File: src/rtl/lebug_pkg.sv
`default_nettype none
// ============================================================================
// Module      : lebug_pkg
// Description : Shared constants, entry type and chain-ID width helper for the
//               tracing input buffer.
// Revision    : 1.0 - initial release
// ============================================================================
package lebug_pkg;

    localparam int c_ib_config_id_default = 0;
    localparam int c_ib_n_default         = 8;
    localparam int c_ib_data_width_default = 32;

    typedef struct packed {
        logic                                                      eof;
        logic [c_ib_n_default-1:0][c_ib_data_width_default-1:0]    vector;
    } ib_entry_t;

    // A single-chain build still needs a 1-bit tag port.
    function automatic int chain_id_width(input int max_chains);
        return (max_chains > 2) ? $clog2(max_chains) : 1;
    endfunction

endpackage
`default_nettype wire

File: src/rtl/ib_fifo_core.sv
`default_nettype none
// ============================================================================
// Module      : ib_fifo_core
// Description : Register-array circular FIFO with count-derived full/empty;
//               all DEPTH entries usable, no read/write bypass.
// Revision    : 1.0 - initial release
// ============================================================================
module ib_fifo_core #(
    parameter int WIDTH = 257,
    parameter int DEPTH = 4
) (
    input  logic                     clk,
    input  logic                     reset_n,
    input  logic                     push,
    input  logic                     pop,
    input  logic [WIDTH-1:0]         wr_data,
    output logic [WIDTH-1:0]         rd_data,
    output logic [$clog2(DEPTH):0]   count,
    output logic                     full,
    output logic                     empty
);

    localparam int                  c_addr_w  = $clog2(DEPTH);
    localparam logic [c_addr_w-1:0] c_ptr_one = 1;
    localparam logic [c_addr_w:0]   c_cnt_one = 1;
    localparam logic [c_addr_w:0]   c_cnt_max = (c_addr_w + 1)'(DEPTH);

    logic [WIDTH-1:0]    r_mem [DEPTH];
    logic [c_addr_w-1:0] r_wr_ptr;
    logic [c_addr_w-1:0] r_rd_ptr;
    logic [c_addr_w:0]   r_count;

    always_ff @(posedge clk or negedge reset_n) begin
        if (!reset_n) begin
            r_wr_ptr <= '0;
            r_rd_ptr <= '0;
            r_count  <= '0;
        end else begin
            if (push) r_wr_ptr <= r_wr_ptr + c_ptr_one;
            if (pop)  r_rd_ptr <= r_rd_ptr + c_ptr_one;
            case ({push, pop})
                2'b10:   r_count <= r_count + c_cnt_one;
                2'b01:   r_count <= r_count - c_cnt_one;
                default: r_count <= r_count;
            endcase
        end
    end

    // Storage is deliberately unreset; contents are meaningless until written.
    always_ff @(posedge clk) begin
        if (push) r_mem[r_wr_ptr] <= wr_data;
    end

    assign rd_data = r_mem[r_rd_ptr];
    assign count   = r_count;
    assign full    = (r_count == c_cnt_max);
    assign empty   = (r_count == '0);

endmodule
`default_nettype wire

File: src/rtl/trace_input_buffer.sv
`default_nettype none
// ============================================================================
// Module      : trace_input_buffer
// Description : Tracing input buffer: FIFO of N-lane vectors with EOF flag,
//               valid/ready output register and round-robin chain tagging.
//               Optional drop counter enabled by macro IB_DROP_COUNT_EN.
// Revision    : 1.0 - initial release
// ============================================================================
module trace_input_buffer
    import lebug_pkg::*;
#(
    parameter int N                = 8,
    parameter int DATA_WIDTH       = 32,
    parameter int IB_DEPTH         = 4,
    parameter int MAX_CHAINS       = 4,
    parameter int INITIAL_FIRMWARE = 0,
    parameter int IB_CONFIG_ID     = c_ib_config_id_default
) (
    input  logic                                  clk,
    input  logic                                  reset_n,
    input  logic                                  enqueue,
    input  logic                                  eof_in,
    input  logic                                  tracing,
    input  logic [7:0]                            configId,
    input  logic [7:0]                            configData,
    input  logic [N-1:0][DATA_WIDTH-1:0]          vector_in,
    input  logic                                  ready_in,
    output logic                                  valid_out,
    output logic                                  eof_out,
    output logic [N-1:0][DATA_WIDTH-1:0]          vector_out,
    output logic [chain_id_width(MAX_CHAINS)-1:0] chainId_out,
    output logic                                  full_out,
    output logic [$clog2(IB_DEPTH):0]             count_out
`ifdef IB_DROP_COUNT_EN
    ,
    output logic [15:0]                           drop_count_out
`endif
);

    localparam int c_cw      = chain_id_width(MAX_CHAINS);
    localparam int c_entry_w = 1 + N * DATA_WIDTH;

    logic                          w_push;
    logic                          w_pop;
    logic                          w_full;
    logic                          w_empty;
    logic                          w_cfg_hit;
    logic [c_entry_w-1:0]          w_rd_data;
    logic [7:0]                    w_chain_adv;
    logic [7:0]                    w_chain_next;

    logic                          r_valid;
    logic                          r_eof;
    logic [N-1:0][DATA_WIDTH-1:0]  r_vector;
    logic [c_cw-1:0]               r_chain_id;
    logic [7:0]                    r_chain;
    logic [7:0]                    r_valid_chains;

    assign w_push    = enqueue & tracing & ~w_full;
    assign w_pop     = ~w_empty & (~r_valid | ready_in);
    assign w_cfg_hit = (configId == 8'(IB_CONFIG_ID));

    ib_fifo_core #(
        .WIDTH (c_entry_w),
        .DEPTH (IB_DEPTH)
    ) u_fifo (
        .clk     (clk),
        .reset_n (reset_n),
        .push    (w_push),
        .pop     (w_pop),
        .wr_data ({eof_in, vector_in}),
        .rd_data (w_rd_data),
        .count   (count_out),
        .full    (w_full),
        .empty   (w_empty)
    );

    // A reprogram that leaves the counter out of range restarts the sequence.
    always_comb begin
        w_chain_adv = r_chain;
        if (w_pop) begin
            if (r_valid_chains <= 8'd1 || r_chain >= r_valid_chains - 8'd1)
                w_chain_adv = '0;
            else
                w_chain_adv = r_chain + 8'd1;
        end
        w_chain_next = w_chain_adv;
        if (w_cfg_hit && w_chain_adv >= configData)
            w_chain_next = '0;
    end

    always_ff @(posedge clk or negedge reset_n) begin
        if (!reset_n) begin
            r_valid        <= 1'b0;
            r_eof          <= 1'b0;
            r_vector       <= '0;
            r_chain_id     <= '0;
            r_chain        <= '0;
            r_valid_chains <= 8'(INITIAL_FIRMWARE);
        end else begin
            if (w_pop) begin
                r_valid    <= 1'b1;
                r_eof      <= w_rd_data[c_entry_w-1];
                r_vector   <= w_rd_data[c_entry_w-2:0];
                r_chain_id <= r_chain[c_cw-1:0];
            end else if (r_valid && ready_in) begin
                r_valid <= 1'b0;
            end
            r_chain <= w_chain_next;
            if (w_cfg_hit) r_valid_chains <= configData;
        end
    end

    assign valid_out   = r_valid;
    assign eof_out     = r_eof;
    assign vector_out  = r_vector;
    assign chainId_out = r_chain_id;
    assign full_out    = w_full;

`ifdef IB_DROP_COUNT_EN
    logic [15:0] r_drop_count;

    always_ff @(posedge clk or negedge reset_n) begin
        if (!reset_n) begin
            r_drop_count <= '0;
        end else if (configId == 8'(IB_CONFIG_ID + 1)) begin
            r_drop_count <= '0;
        end else if (enqueue && tracing && w_full && r_drop_count != 16'hFFFF) begin
            r_drop_count <= r_drop_count + 16'd1;
        end
    end

    assign drop_count_out = r_drop_count;
`endif

endmodule
`default_nettype wire

File: config.mk
export PLATFORM = sky130hd
export DESIGN_NAME = trace_input_buffer
export DESIGN_NICKNAME = d
export VERILOG_FILES = /design/src/rtl/lebug_pkg.sv /design/src/rtl/ib_fifo_core.sv /design/src/rtl/trace_input_buffer.sv
export SDC_FILE = /design/constraint.sdc
export NUM_CORES = 1
export LEC_CHECK = 0
export CORE_MARGIN = 4
export CORE_UTILIZATION = 56
export CTS_CLUSTER_SIZE = 20
export DETAILED_ROUTE_END_ITERATION = 8
export HOLD_SLACK_MARGIN = 0.05
export PLACE_DENSITY = 0.79
export SLEW_MARGIN = 30
export SYNTH_ARGS = -nofsm -noshare
export SYNTH_HDL_FRONTEND = slang
export SYNTH_SLANG_ARGS = --single-unit
File: constraint.sdc
create_clock -name clk -period 8.3 [get_ports clk]
set_input_delay 1.66 -clock clk [delete_from_list [all_inputs] [get_ports clk]]
set_output_delay 1.66 -clock clk [all_outputs]
set_load 0.02 [all_outputs]
Word-level counts from Yosys, hierarchy flattened
Memories as Yosys holds them, arrays and structs flattened. A register that Yosys moved wholly into a read port is not among the register bits.
Cells that the tools add are included.
{ "totals": {"regBits": 26, "in_bits": 278, "output_inout_bits": 264, "ramBits": 1028, "word_cells": 43, "n_memories": 1} }
{ "memory_table": {"columns": ["name", "depth", "width", "read_ports", "rd_clocked_by_memory_dff", "wr", "line_no", "text"], "rows": [
  ["u_fifo.r_mem", 4, 257, 1, 1, 1, "ib_fifo_core.sv:28", "logic [WIDTH-1:0] r_mem [DEPTH];"]
]} }
{ "op_classes": {"muxes": 8, "addsub": 6, "bitwise": 7, "n_reduce_logical": 8, "n_lt_le_gt_ge": 3, "n_eq_ne": 3} }
{ "ops": {"columns": ["cell", "n"], "rows": [
  ["8-bit two-way mux", 3],
  ["8-bit greater-or-equal comparator", 2],
  ["8-bit by 1-bit adder with 8-bit output, second input constant", 1],
  ["8-bit by 1-bit <= comparator with 1-bit output, second input constant", 1],
  ["8-bit logical NOT", 1],
  ["8-bit by 1-bit subtractor with 8-bit output, second input constant", 1],
  ["3-bit one-hot mux with 2 select lines", 1],
  ["2-bit by 1-bit adder with 2-bit output, second input constant", 2],
  ["1-bit two-way mux", 4],
  ["2-bit nonzero test", 2],
  ["3-bit by 1-bit adder with 3-bit output, second input constant", 1],
  ["1-bit bitwise AND", 3],
  ["3-bit equality test, second input constant", 1],
  ["3-bit logical NOT", 1],
  ["1-bit NOT", 3],
  ["3-bit by 1-bit subtractor with 3-bit output, second input constant", 1],
  ["2-bit by 1-bit equality test with 1-bit output, second input constant", 1],
  ["2-bit equality test, second input constant", 1],
  ["1-bit logical AND", 2],
  ["1-bit logical NOT", 1],
  ["1-bit logical OR", 1],
  ["1-bit OR", 1]
]} }

Longest topological paths before layout
{ "logic_depth": {"ltp_word": 8, "mapped_depth": 18, "depth_no_buf": 17} }

Hierarchy
A second synthesis with hierarchy kept.
{ "unflattened": {"cells_unflattened": 2630, "area_unflattened_um2": 48461.5} }
{ "by_module_without_submodules": {"columns": ["module", "instances", "area_each_um2", "cells_each"], "rows": [
  ["ib_fifo_core", 1, 37501.0, 1380],
  ["trace_input_buffer", 1, 10960.5, 1250]
]} }

Worst setup path before layout
Ideal clock, no wire load.
{ "synth_timing": {"kind": "input-to-reg", "start": "input enqueue", "end": "memory u_fifo.r_mem[0][0], enable pin", "stages": 3, "arrival_time_ps": 7860, "slack_ps": -211, "n_path_buf": 0, "cell_sequence": "nand2_1 -> nor2_1 -> and2_1"} }
{ "synth_between": {"elab_chain_len": 4} }
{ "synth_rtl": {"columns": ["item", "line_no", "text"], "rows": [
  ["start: declaration", "trace_input_buffer.sv:21", "input logic enqueue,"],
  ["1-bit bitwise AND (2 in a row)", "trace_input_buffer.sv:59", "assign w_push = enqueue & tracing & ~w_full;"],
  ["1-bit two-way mux", "ib_fifo_core.sv:51", "if (push) r_mem[r_wr_ptr] <= wr_data;"],
  ["1-bit two-way mux (implied by the code)", "ib_fifo_core.sv:51", null],
  ["end: declaration", "ib_fifo_core.sv:28", null]
]} }
No other way between the ends.

Final worst setup path
{ "layout_timing": {"start": "input ready_in", "end": "register r_chain[2]"} }
{ "layout_between": {"elab_chain_len": 6} }
{ "layout_rtl": {"columns": ["item", "line_no", "text"], "rows": [
  ["start: declaration", "trace_input_buffer.sv:27", "input logic ready_in,"],
  ["1-bit OR *", "trace_input_buffer.sv:60", "assign w_pop = ~w_empty & (~r_valid | ready_in);"],
  ["1-bit bitwise AND *", "trace_input_buffer.sv:60", null],
  ["8-bit two-way mux *", "trace_input_buffer.sv:81", "if (w_pop) begin"],
  ["8-bit greater-or-equal comparator", "trace_input_buffer.sv:88", "if (w_cfg_hit && w_chain_adv >= configData)"],
  ["1-bit logical AND", "trace_input_buffer.sv:88", null],
  ["8-bit two-way mux *", "trace_input_buffer.sv:88", null],
  ["named net w_chain_next[2]", "trace_input_buffer.sv:50", "logic [7:0] w_chain_next;"],
  ["end signal: assignment", "trace_input_buffer.sv:109", "r_chain <= w_chain_next;"],
  ["end: declaration", "trace_input_buffer.sv:56", "logic [7:0] r_chain;"]
]} }
Mark *: on every way through the listed nets, which the timed path passes. The rest lies on a longest branch.
A chain may end at the register's enable or synchronous reset.

==> results.txt <==
In this run the worst setup path begins at ready_in. Across every metal layer, demand over resource in global routing totals 0.239. The synthesized netlist contains 41 unique library cells. The number of standard cells in the final layout excluding fillers came out at 4478. The detail-routed net length per standard cell came out at 24.3 um. The pin count of the biggest net entering global routing came out at 135.

Among all flip-flop cells after synthesis, the most frequent one is sky130_fd_sc_hd__edfxtp_1. The cell count after synthesis came out at 2624. The horizontal extent of the die came out at 302 um. For this block, the via count after detailed routing is 25400. The weighted congestion reported at the end of routability-driven placement is 0.823. The quantity of gates resized following cts came out at 0. The buffer count from post-CTS setup fixing came out at 0. The slew at the pin with the worst max-slew slack came out at 1030 ps. The power density over the cells is 356 mW/mm2. The die covers 0.0910 mm2.

Among all stages on the critical path, the largest delay is contributed by sky130_fd_sc_hd__a2111oi_0. The cell internal power dissipation is 14600 uW. The growth of design area from synthesis to finish came out at 23.0%. The final net count came out at 3508. For this design the total switching power over the nets is 6550 uW. Clock-pin slew was measured on the worst setup and hold paths at 60 ps. The share of power burned in the clock network came out at 0.271. The aggregate routed wire length came out at 109000 um. The share of post-route cells with drive strength above 1 is 0.147. The clock reaches the later pin of the worst-skew pair after 710 ps.

For the worst setup path, the data arrival time is 5830 ps. The H-tree was split into 4 levels. The HPWL after detailed placement came out at 62200 um. Along the worst path, the maximum fanout reaches 98. The startpoint of the tightest hold check path is eof_out$_DFFE_PN0P_. Based on the critical path, the design can be clocked at up to 0.191 GHz. Once detail routing completed, the nets flagged for antenna violations numbered 0. Summing all placed instances gives a cell area of 0.0550 mm2. Of the total power, the share spent switching nets is 0.310. Setup repair after global routing left no endpoint under its margin. The first TritonRoute pass finished after 5 iterations. In this run the count of I/O pins placed on the die edge is 542. The via count of the first global-routing pass came to 27000. The slack of the worst reg-to-reg path is 3700 ps.

The proportion of power drawn by combinational gates is 0.304. The maximum vdd drop is 0.262 mV. The initial antenna violation count is 29. The number of buffers between clock root and the deepest sink came out at 3. The number of pins exceeding their max-slew limit in the final report came out at 0.

The final total power is 21200 uW. The number of nets in the synthesized netlist is 2927. The worst hold slack across all endpoints came out at 472 ps. The synthesis-stage register bit count is 1311. The core region area came out at 0.0853 mm2. The final hold violation count came out at 0.

The run finished with clean final reports. The cell area that synthesis handed to floorplanning was 0.0483 mm2. The count of buffers from port buffering is 541. The share of total power in sequential cells is 0.425. In the post-synthesis netlist, the biggest area contributors are sky130_fd_sc_hd__edfxtp_1, sky130_fd_sc_hd__dfrtp_1, sky130_fd_sc_hd__mux4_2. The path class of the tightest hold or removal check is flip-flop to flip-flop.

The async set-or-reset flop fraction in the synthesized netlist came out at 0.216. The overall die height is 302 um. The delay of the slowest cell on the worst path came out at 550 ps.

STA classifies the critical path endpoint as a flip-flop. For this run, the register share of the synthesized area comes to 0.786. The top cell type's share of synthesized area came out at 0.640.

In the final timing run, aggregate negative setup slack is 0 ps. The floorplan has 107 rows. The placed instance count is 4212. The leakage power total came out at 0.0216 uW. The final number of setup-violating endpoints is 0.

The required time of the worst setup path is 8900 ps. The final critical path time including I/O delays and setup came out at 5220 ps. The TritonCTS clock tree is yes.

In this run the tightest slew margin relative to its limit is 0.310. The DRC violation count after routing came out at 0. The count of routing violations after the opening detailed-route iteration came out at 2139. Of all cell types, the one taking the most synthesized area is sky130_fd_sc_hd__edfxtp_1. The total overflow reported by the global router is 0. In the layout the commonest cells are sky130_fd_sc_hd__edfxtp_1, sky130_fd_sc_hd__nand2_1, sky130_fd_sc_hd__clkdlybuf4s50_1. The max-capacitance violation count came out at 0. The starting density of the core is 0.566. Clock skew on the completed layout was measured at 35.8 ps.

The number of clock buffers inserted by TritonCTS is 131. For this run, the number of Yosys warnings is 0. The tree is rooted in a sky130_fd_sc_hd__clkbuf_16.

The wire length of the first global-routing pass came out at 164000 um. The mean post-synth cell area came out at 18.4 um2. The most common cell after layout, fill and taps aside is sky130_fd_sc_hd__edfxtp_1. In this run the critical register-to-register path is launched from r_valid_chains[2]$_DFFE_PN0P_. After routing the design area is 0.0594 mm2. The number of buffers inserted for hold repair after clock tree synthesis is 0. The per-cell via count in the routed design is 5.66. The signal on the critical path passes through clkdlybuf4s50_1 > nand2b_1 > nand2_8 > inv_8 > buf_16 > nand3_1 > xor2_1 > nor2_1 > ha_1 > a21oi_1 > nor2b_1 > a2111oi_0 > a211oi_2 > nor3_1.

STA classifies the critical path startpoint as a primary input. In this run, synthesis inferred 1028 flip-flops with an integrated enable. The type of the worst setup path is primary input to flip-flop. The share of the cycle needed by the critical path after routing is 0.629. The number of sinks on the clock net is 1311.
## stage by stage
stage | utilization | setup WS [ps]
floorplan | - | 2660
global route | 0.696 | 2850
global placement | 0.644 | 2410
finish | 0.696 | 3080
CTS | 0.694 | 3080
detailed placement | 0.645 | 2380
## final cells by class
class | instances | area (um2)
diodes | 20 | 50.0
clock buffers | 197 | 3850
clock inverters | 45 | 392
fillers | 5251 | 25900
inverters | 20 | 82.6
multi-input cells | 1174 | 9760
flip-flops and latches | 1311 | 38000
well taps | 1144 | 1430
repair buffers | 567 | 5870
## synth_stat cells, types with 2 or more instances
| cell | n |
|---|---|
| sky130_fd_sc_hd__a211oi_1 | 2 |
| sky130_fd_sc_hd__a21oi_1 | 5 |
| sky130_fd_sc_hd__and2_1 | 4 |
| sky130_fd_sc_hd__buf_1 | 23 |
| sky130_fd_sc_hd__buf_2 | 45 |
| sky130_fd_sc_hd__clkbuf_1 | 49 |
| sky130_fd_sc_hd__dfrtp_1 | 283 |
| sky130_fd_sc_hd__edfxtp_1 | 1028 |
| sky130_fd_sc_hd__ha_1 | 24 |
| sky130_fd_sc_hd__inv_1 | 20 |
| sky130_fd_sc_hd__mux4_2 | 257 |
| sky130_fd_sc_hd__nand2_1 | 794 |
| sky130_fd_sc_hd__nand2b_1 | 5 |
| sky130_fd_sc_hd__nand3_1 | 4 |
| sky130_fd_sc_hd__nand4_1 | 3 |
| sky130_fd_sc_hd__nor2_1 | 13 |
| sky130_fd_sc_hd__nor2b_1 | 2 |
| sky130_fd_sc_hd__nor3_1 | 9 |
| sky130_fd_sc_hd__nor4_1 | 3 |
| sky130_fd_sc_hd__o21ai_0 | 14 |
| sky130_fd_sc_hd__xnor2_1 | 11 |
| sky130_fd_sc_hd__xor2_1 | 7 |
## state kept, by name (all words and copies together) (netlist names)
name             count
u_fifo.count         3
r_chain              8
u_fifo.r_mem      1028
u_fifo.r_wr_ptr      2
vector_out         256
valid_out            1
eof_out              1
u_fifo.r_rd_ptr      2
r_valid_chains       8
chainId_out          2
## worst max-delay path: cells and delay by family
kind | cells | cell delay [ps]
buffers and inverters | 3 | 1230
and+or+nand+nor | 6 | 1220
AOI/OAI and AO/OA | 3 | 960
adders and majority gates | 1 | 300
xor gates and xnor gates | 1 | 220
## per-layer routing
layer	global-route usage	part of all wire	vias to the layer above	routed length, um
li1	-	-	11000	-
met1	0.307	0.38	13200	41000
met2	0.402	0.51	920	56100
met3	0.0687	0.080	210	8720
met4	0.0743	0.027	24	2950
met5	0	0.0014	-	152
## final timing paths
check / endpoint / depth (start not counted)
max: r_chain[2]$_DFF_PN0_ / 14
min: eof_out$_DFFE_PN0P_ / 2
max reg2reg: r_chain[2]$_DFF_PN0_ / 15
min reg2reg: eof_out$_DFFE_PN0P_ / 2
max in group asynchronous: vector_out[193]$_DFFE_PN0P_ / 3
min in group asynchronous: vector_out[123]$_DFFE_PN0P_ / 1
## power groups by stage
stage          Combinational (uW)  Sequential [uW]  Clock, uW
2_1_floorplan                3160             9710          0
3_5_place_dp                 6430             9100          0
3_3_place_gp                 6250             9080          0
4_1_cts                      6490             9000       5840
6_report                     6420             9000       5730
5_1_grt                      6900             9100       6140
## logic make-up after synthesis
| group | count (synthesis) | share of synthesized area |
|---|---|---|
| AND/OR/NAND/NOR | 846 | 0.0680 |
| AO/OA/AOI/OAI | 27 | 0.00350 |
| buffers and inverters | 139 | 0.0122 |
| multiplexers | 258 | 0.120 |
| flip-flops | 1311 | 0.786 |
| XOR/XNOR | 18 | 0.00327 |
| adder cells (fa/ha/maj) | 25 | 0.00664 |
No activity file was read; power rests on OpenSTA's default activity.
